## src/rtl/pwm_pkg.sv

```systemverilog
// Shared definitions for the PWM generator/capture blocks: default counter
// width and the capture state encoding.
package pwm_pkg;

    localparam int PWM_CNT_W = 16;

    typedef enum logic [1:0] {
        IDLE = 2'd0,
        HIGH = 2'd1,
        LOW  = 2'd2
    } state_t;

endpackage

```

## src/rtl/pwm_sync.sv

```systemverilog
// Synchroniser for the asynchronous PWM input plus rise/fall edge detection
// on the synchronised level.
module pwm_sync #(
    parameter int SYNC_STAGES = 2
) (
    input  logic clock,
    input  logic reset,
    input  logic pwm_in,
    output logic s,
    output logic rise,
    output logic fall
);

    logic [SYNC_STAGES-1:0] sync_q;
    logic                   s_d;

    always_ff @(posedge clock) begin
        if (reset) begin
            sync_q <= '0;
            s_d    <= 1'b0;
        end else begin
            sync_q <= {sync_q[SYNC_STAGES-2:0], pwm_in};
            s_d    <= sync_q[SYNC_STAGES-1];
        end
    end

    assign s    = sync_q[SYNC_STAGES-1];
    assign rise = s & ~s_d;
    assign fall = ~s & s_d;

endmodule

```

## src/rtl/pwm_capture.sv

```systemverilog
// Measures period and high time of an asynchronous PWM input, publishing one
// result per completed period and flagging a missing edge by timeout.
module pwm_capture
    import pwm_pkg::*;
#(
    parameter int CNT_W       = PWM_CNT_W,
    parameter int SYNC_STAGES = 2,
    parameter int TIMEOUT     = 1000
) (
    input  logic             clock,
    input  logic             reset,
    input  logic             pwm_in,
    output logic [CNT_W-1:0] period,
    output logic [CNT_W-1:0] high_time,
    output logic             valid,
    output logic             timeout,
    output logic             stuck_level
);

    localparam logic [CNT_W-1:0] TO_VAL = CNT_W'(TIMEOUT);
    localparam logic [CNT_W-1:0] ONE    = CNT_W'(1);

    logic             s, rise, fall;
    state_t           state;
    logic [CNT_W-1:0] cnt;
    logic [CNT_W-1:0] hi_lat;

    pwm_sync #(
        .SYNC_STAGES(SYNC_STAGES)
    ) u_sync (
        .clock (clock),
        .reset (reset),
        .pwm_in(pwm_in),
        .s     (s),
        .rise  (rise),
        .fall  (fall)
    );

    always_ff @(posedge clock) begin
        if (reset) begin
            state       <= IDLE;
            cnt         <= '0;
            hi_lat      <= '0;
            period      <= '0;
            high_time   <= '0;
            valid       <= 1'b0;
            timeout     <= 1'b0;
            stuck_level <= 1'b0;
        end else begin
            valid <= 1'b0;

            // cnt counts from the last rise and parks at TIMEOUT, so it never wraps
            if (rise)
                cnt <= ONE;
            else if (cnt < TO_VAL)
                cnt <= cnt + ONE;

            case (state)
                IDLE: begin
                    if (rise)
                        state <= HIGH;
                end
                HIGH: begin
                    if (fall) begin
                        state  <= LOW;
                        hi_lat <= cnt;
                    end else if (cnt == TO_VAL) begin
                        state       <= IDLE;
                        timeout     <= 1'b1;
                        stuck_level <= s;
                    end
                end
                LOW: begin
                    // a rise on the timeout cycle still completes the period
                    if (rise) begin
                        state     <= HIGH;
                        period    <= cnt;
                        high_time <= hi_lat;
                        valid     <= 1'b1;
                        timeout   <= 1'b0;
                    end else if (cnt == TO_VAL) begin
                        state       <= IDLE;
                        timeout     <= 1'b1;
                        stuck_level <= s;
                    end
                end
                default: state <= IDLE;
            endcase
        end
    end

endmodule
```

## config.mk

```make
export PLATFORM = sky130hd
export DESIGN_NAME = pwm_capture
export DESIGN_NICKNAME = d
export VERILOG_FILES = /design/src/rtl/pwm_pkg.sv /design/src/rtl/pwm_sync.sv /design/src/rtl/pwm_capture.sv
export SDC_FILE = /design/constraint.sdc
export NUM_CORES = 1
export LEC_CHECK = 0
export CORE_ASPECT_RATIO = 0.8
export CORE_MARGIN = 4
export CORE_UTILIZATION = 48
export CTS_CLUSTER_DIAMETER = 120
export DETAILED_ROUTE_END_ITERATION = 10
export HOLD_SLACK_MARGIN = 0.15
export PLACE_DENSITY = 0.74
export REMOVE_ABC_BUFFERS = 1
export SLEW_MARGIN = 0
export SYNTH_ARGS = -nofsm -noshare
export SYNTH_HDL_FRONTEND = slang
export SYNTH_HIERARCHICAL = 1
export SYNTH_SLANG_ARGS = --single-unit
```

## constraint.sdc

```tcl
create_clock -name clock -period 1.57 [get_ports clock]
set_input_delay 0.314 -clock clock [delete_from_list [all_inputs] [get_ports clock]]
set_output_delay 0.314 -clock clock [all_outputs]
set_load 0.02 [all_outputs]
```

==> impl_metrics.toml, run 1 <==
[critical_path]
critical_path_class = "register to register"
reg2reg_setup_slack_ps = -70
rr_worst_depth = 6
path_cells = "inv_2 > ha_4 > nor4bb_4 > nand4_4 > or4b_4 > a21oi_2"
crit_path_max_fanout = 2
crit_buf_inv = 1
cp_slowest_cell = "or4b_4"
startpoint_type = "register"
slowest_delay_ps = 560
r2r-end = "stuck_level"
end_kind = "register"
rr_startpoint = "cnt[1]"
arrival_ps = 1930
path_delay_family = "simple AND/OR/NAND/NOR gates"
required_ps = 1860

[cells_and_area]
diodes = 0
utilization_pct = 68.5
layout.nets = 395
final_cell_mix = "100 x nand2_1, 65 x dfxtp_1, 55 x a21oi_1"
layout-drive-gt1-share_pct = 22.0
syn2layout_area_growth_pct = 39.4
mostFrequentLayoutCell = "nand2_1"

[detailed_routing]
vias_per_cell = 4.96
drt-pass1-iter-count = 5
ant_nets = 0
num_vias = 2347
wirelength_um = 6090
drtIter0Drc = 146
drc = 0
wl_per_cell_um = 12.9

[hold_path]
holdPathStages = 2
hold_path_class = "input port to register"
min_to = "cnt[0]"
worstHoldStart = "reset"

[sta]
finalWorstSetupSlack_ps = -69.1
timing.final.crit_share_pct = 104
max_clock_freq_mhz = 610
worst_slew_pin_slew_ps = 397
hold_viol = 0
grt_setup_unrepaired = "yes"
relSlewSlack_pct = 73.4
finalClockSkew_ps = 6.08
fin_tns_setup_ps = -95.5
setup_viol = 3
fin_crit_ps = 1640
maxSlewViolCount = 0

[synthesis]
ys_types = 38
synthCells = 321
netlist_area_um2 = 2670
async_flop_share_pct = 0
seq_area_frac_synth_pct = 53.9
ys_ff_latch = 72
synth-edff-count = 0
ys.flop_type = "dfxtp_1"
syn_avg_cell_area_um2 = 8.33
ys_warn_count = 6

[clock_tree]
cts_tree = "done"
cts.path.max_buffers = 2
clock_sinks = 72
numCtsBuffers = 9
clkTransAtPathRegs_ps = 70
root_buffer = "clkbuf_8"
htree_levels = 3
worstSkewPairLatency_ps = 350

[global_route]
grt_overflow = 0
grt_usage_pct = 17.8
grt_pass1_vias = 2185
grt_max_degree = 29
antenna_found_initial = 0
grt_first_pass_wirelength_um = 9520

[die]
start_util_pct = 49.2
row_count = 24
die_y_um = 74.7
die_w_um = 91.4
die_area_um2 = 6830
num_io_pins = 38
core_area_um2 = 5440

[power]
p_per_area_nw_per_um2 = 1100
p_leak_nw = 1.51
peakVddDrop_uv = 855
total_power_mw = 4.09

[job]
max_cap_viol_count = 0

[place]
port_buffers = 37
hpwl_um = 4010
place.gp.congestion = 0.867

[status]
violations = "negative setup slack"
status = "complete, but fails checks"
sequential cells by signal (all words and copies together), names as in the netlist:
register and flops:
cnt 16, hi_lat 16, high_time 16, period 16, state 2, stuck_level 1
timeout 1, u_sync/s_d 1, u_sync/sync_q 2, valid 1
what timing repair did:
item                                   CTS  global route
setup endpoints to repair               40             6
hold buffers                             0             0
buffers inserted                         1             3
resized for setup                       38            27
endpoints found under the hold margin    0             0
pin swaps                                2             8
cells in the mapped netlist (2+ instances only):
library cell,count,area (µm²)
nand3_1,6,30.0
inv_1,5,18.8
nand4_1,2,12.5
ha_1,2,25.0
buf_1,2,7.51
o2111ai_1,2,17.5
o31ai_1,4,30.0
dfxtp_1,72,1440
a21oi_1,58,290
clkbuf_1,16,60.1
or3_1,3,18.8
o21ai_0,3,15.0
nor2b_1,6,37.5
nor3_1,2,10.0
or4_1,3,22.5
and2_1,7,43.8
nand2_1,100,375
nor2_1,7,26.3
xor2_1,2,17.5
logic make-up (layout without fill, tap and decap cells):
group	after synthesis	count (layout)	synth area share, %
AOI/OAI and AO/OA	70	70	14.3
buffers and inverters	26	100	3.89
muxes	1	1	0.375
xor gates and xnor gates	3	3	0.983
DFF	72	72	53.9
adders and majority gates	2	2	0.936
and+or+nand+nor	147	147	25.6
layout make-up:
| cell class | count | area, µm² |
|---|---|---|
| clock inverters | 5 | 150 |
| flip-flops and latches | 72 | 1450 |
| fillers | 477 | 1710 |
| inverters | 5 | 18.8 |
| multi-input cells | 223 | 1210 |
| repair buffers | 79 | 648 |
| clock buffers | 11 | 151 |
| well taps | 78 | 97.6 |
power breakdown:
group / internal, mW / switching, mW
Clock: 1.46 / 0.673
Combinational: 0.0449 / 0.0624
Sequential: 1.84 / 0.00927
through the flow:
stage	instances	cell area (µm²)	hold WS (ps)	setup WS (ps)
after global routing	473	3720	204	-132
after detailed placement	453	3340	430	-57.8
after global placement	453	3340	417	-8.47
after CTS	470	3620	179	-21.0
after floorplan	300	2590	383	-110
final	473	3720	182	-69.1
routing by layer:
metal  GRT usage (%)  vias up  part of all wire [%]
met5               0        -                     0
met4            9.20        0                   2.0
met3            5.69       14                   4.3
met2            28.8       47                    48
met1            21.7     1085                    46
li1                -     1201                     -
worst max-delay path by stage:
stage                           startpoint     endpoint  slack [ps]  depth (start not counted)
after floorplan           u_sync/sync_q[1]  stuck_level        -110                          4
after global placement              cnt[0]  stuck_level          -8                          6
after detailed placement            cnt[0]  stuck_level         -60                          6
after CTS                          cnt[15]       cnt[8]         -20                          5
after global routing                cnt[1]  stuck_level        -130                          6
final                               cnt[1]  stuck_level         -70                          6
Power figures use the tool's default switching activity.
==> inputs of run 2 (changes only) <==
--- a/config.mk
+++ b/config.mk
@@ -11,7 +11,8 @@
 export CTS_CLUSTER_DIAMETER = 120
 export DETAILED_ROUTE_END_ITERATION = 10
 export HOLD_SLACK_MARGIN = 0.15
-export PLACE_DENSITY = 0.74
+export PLACE_DENSITY = 0.75
+export RECOVER_POWER = 25
 export REMOVE_ABC_BUFFERS = 1
 export SLEW_MARGIN = 0
 export SYNTH_ARGS = -nofsm -noshare
==> run 2 against run 1 <==
Against the previous run:
- the run still ends with negative setup slack left
- utilization down 3.0 points
- first-iteration DRC count down 22%
- sequential cell count stayed put
- critical path type unchanged
- cell count fell by 1.7%
- clock power is 32% lower
==> impl_metrics.toml, run 2 (synthesized netlist as in run 1, its figures left out) <==
[clock_tree]
ctsHoldBuffers = 0
worstSkewPairLatency_ps = 340
cts.path.max_buffers = 2
root_buffer = "clkbuf_8"
cts_tree = "done"
cts_setup_buffers = 0
clkTransAtPathRegs_ps = 70
htree_levels = 3
numCtsBuffers = 9
clock_sinks = 72

[sta]
max_clock_freq_mhz = 615
setup_viol = 2
timing.final.crit_share_pct = 104
worst_slew_pin_slew_ps = 579
finalWorstSetupSlack_ps = -56.0
fin_crit_ps = 1630
maxSlewViolCount = 0
grt_setup_unrepaired = "yes"
finalClockSkew_ps = 6.63
relSlewSlack_pct = 61.4
hold_viol = 0

[detailed_routing]
drc = 0
num_vias = 2282
ant_nets = 0
wirelength_um = 5740
drt-pass1-iter-count = 4
drtIter0Drc = 114
wl_per_cell_um = 12.4
vias_per_cell = 4.91

[place]
place_inst = 449
hpwl_um = 3830
place.gp.congestion = 0.897
place_area_um2 = 3330
port_buffers = 37

[die]
start_util_pct = 49.2
die_y_um = 74.7
core_area_um2 = 5440
die_area_um2 = 6830
die_w_um = 91.4
num_io_pins = 38
row_count = 24

[critical_path]
required_ps = 1850
critical_path_class = "register to register"
arrival_ps = 1910
end_kind = "register"
rr_startpoint = "cnt[15]"
startpoint = "cnt[15]"
startpoint_type = "register"
crit_path_max_fanout = 5
rr_worst_depth = 5

[cells_and_area]
final_cell_mix = "100 x nand2_1, 68 x dfxtp_1, 53 x a21oi_1"
mostFrequentLayoutCell = "nand2_1"
finalInstanceArea_um2 = 3560
utilization_pct = 65.6
syn2layout_area_growth_pct = 33.3
layoutNonFillerInstCount = 465
layout.nets = 387
layout-drive-gt1-share_pct = 19.4
diodes = 0

[global_route]
grt_overflow = 0
grt_usage_pct = 18.1
antenna_found_initial = 0
grt_first_pass_wirelength_um = 9830
grt_max_degree = 37
grt_pass1_vias = 2222

[hold_path]
worstHoldStart = "reset"
hold_path_class = "input port to register"
holdPathStages = 2

[status]
violations = "negative setup slack"
status = "complete, but fails checks"

[power]
peakVddDrop_uv = 756
total_power_mw = 3.41
p_leak_nw = 1.40
p_per_area_nw_per_um2 = 956

[job]
max_cap_viol_count = 0
-- run 2: final timing paths --
path | slack, ps | end
worst max register to register | -60 | stuck_level
worst min register to register | 450 | period[9]
worst min-delay path | 320 | stuck_level
worst max-delay path | -60 | stuck_level
-- run 2: stage by stage --
stage,setup slack (ps),hold WS (ps),TNS (ps)
after floorplan,-110,383,-486
after global placement,-7.76,422,-7.76
after detailed placement,-79.6,438,-79.6
after CTS,-18.8,321,-18.8
after global routing,-116,343,-415
final,-56.0,321,-63.7
-- run 2: timing repair --
item                       4_1_cts  5_1_grt
gates resized for setup         39       21
pin swaps                        1        8
setup endpoints to repair       37        8
-- run 2: layout make-up --
type	count	area, µm²
Timing Repair Buffer	71	596
Fill cell	474	1870
Clock buffer	13	159
Multi-Input combinational cell	223	1210
Clock inverter	3	40.0
Inverter	5	18.8
Tap cell	78	97.6
Sequential cell	72	1450
-- run 2: power breakdown --
group	leakage, nW	internal [mW]	switching [mW]
logic	0.714	0.0452	0.0632
clock network	0.103	0.816	0.633
registers	0.582	1.84	0.00936
-- run 2: routing by layer --
metal	share of wire (%)	track usage, %	up-vias	wire length (µm)
met5	0	0	-	0
met4	0.98	5.69	0	56
met3	5.8	6.69	6	334
met2	48	31.3	58	2780
met1	45	21.5	1037	2570
li1	-	-	1181	-
-- run 2: critical path, cell delays in order (launching register included) --
cell     delay (ps)
dfxtp_2         330
nor4_4          250
buf_4           180
nand4_2         130
or4b_4          550
a21oi_2         110
==> inputs of run 3 (changes only) <==
--- a/config.mk
+++ b/config.mk
@@ -8,7 +8,7 @@
 export CORE_ASPECT_RATIO = 0.8
 export CORE_MARGIN = 4
 export CORE_UTILIZATION = 48
-export CTS_CLUSTER_DIAMETER = 120
+export CTS_CLUSTER_DIAMETER = 200
 export DETAILED_ROUTE_END_ITERATION = 10
 export HOLD_SLACK_MARGIN = 0.15
 export PLACE_DENSITY = 0.75
==> results of run 3 <==
The final DEF is identical to that of run 2; final timing and power are the same.
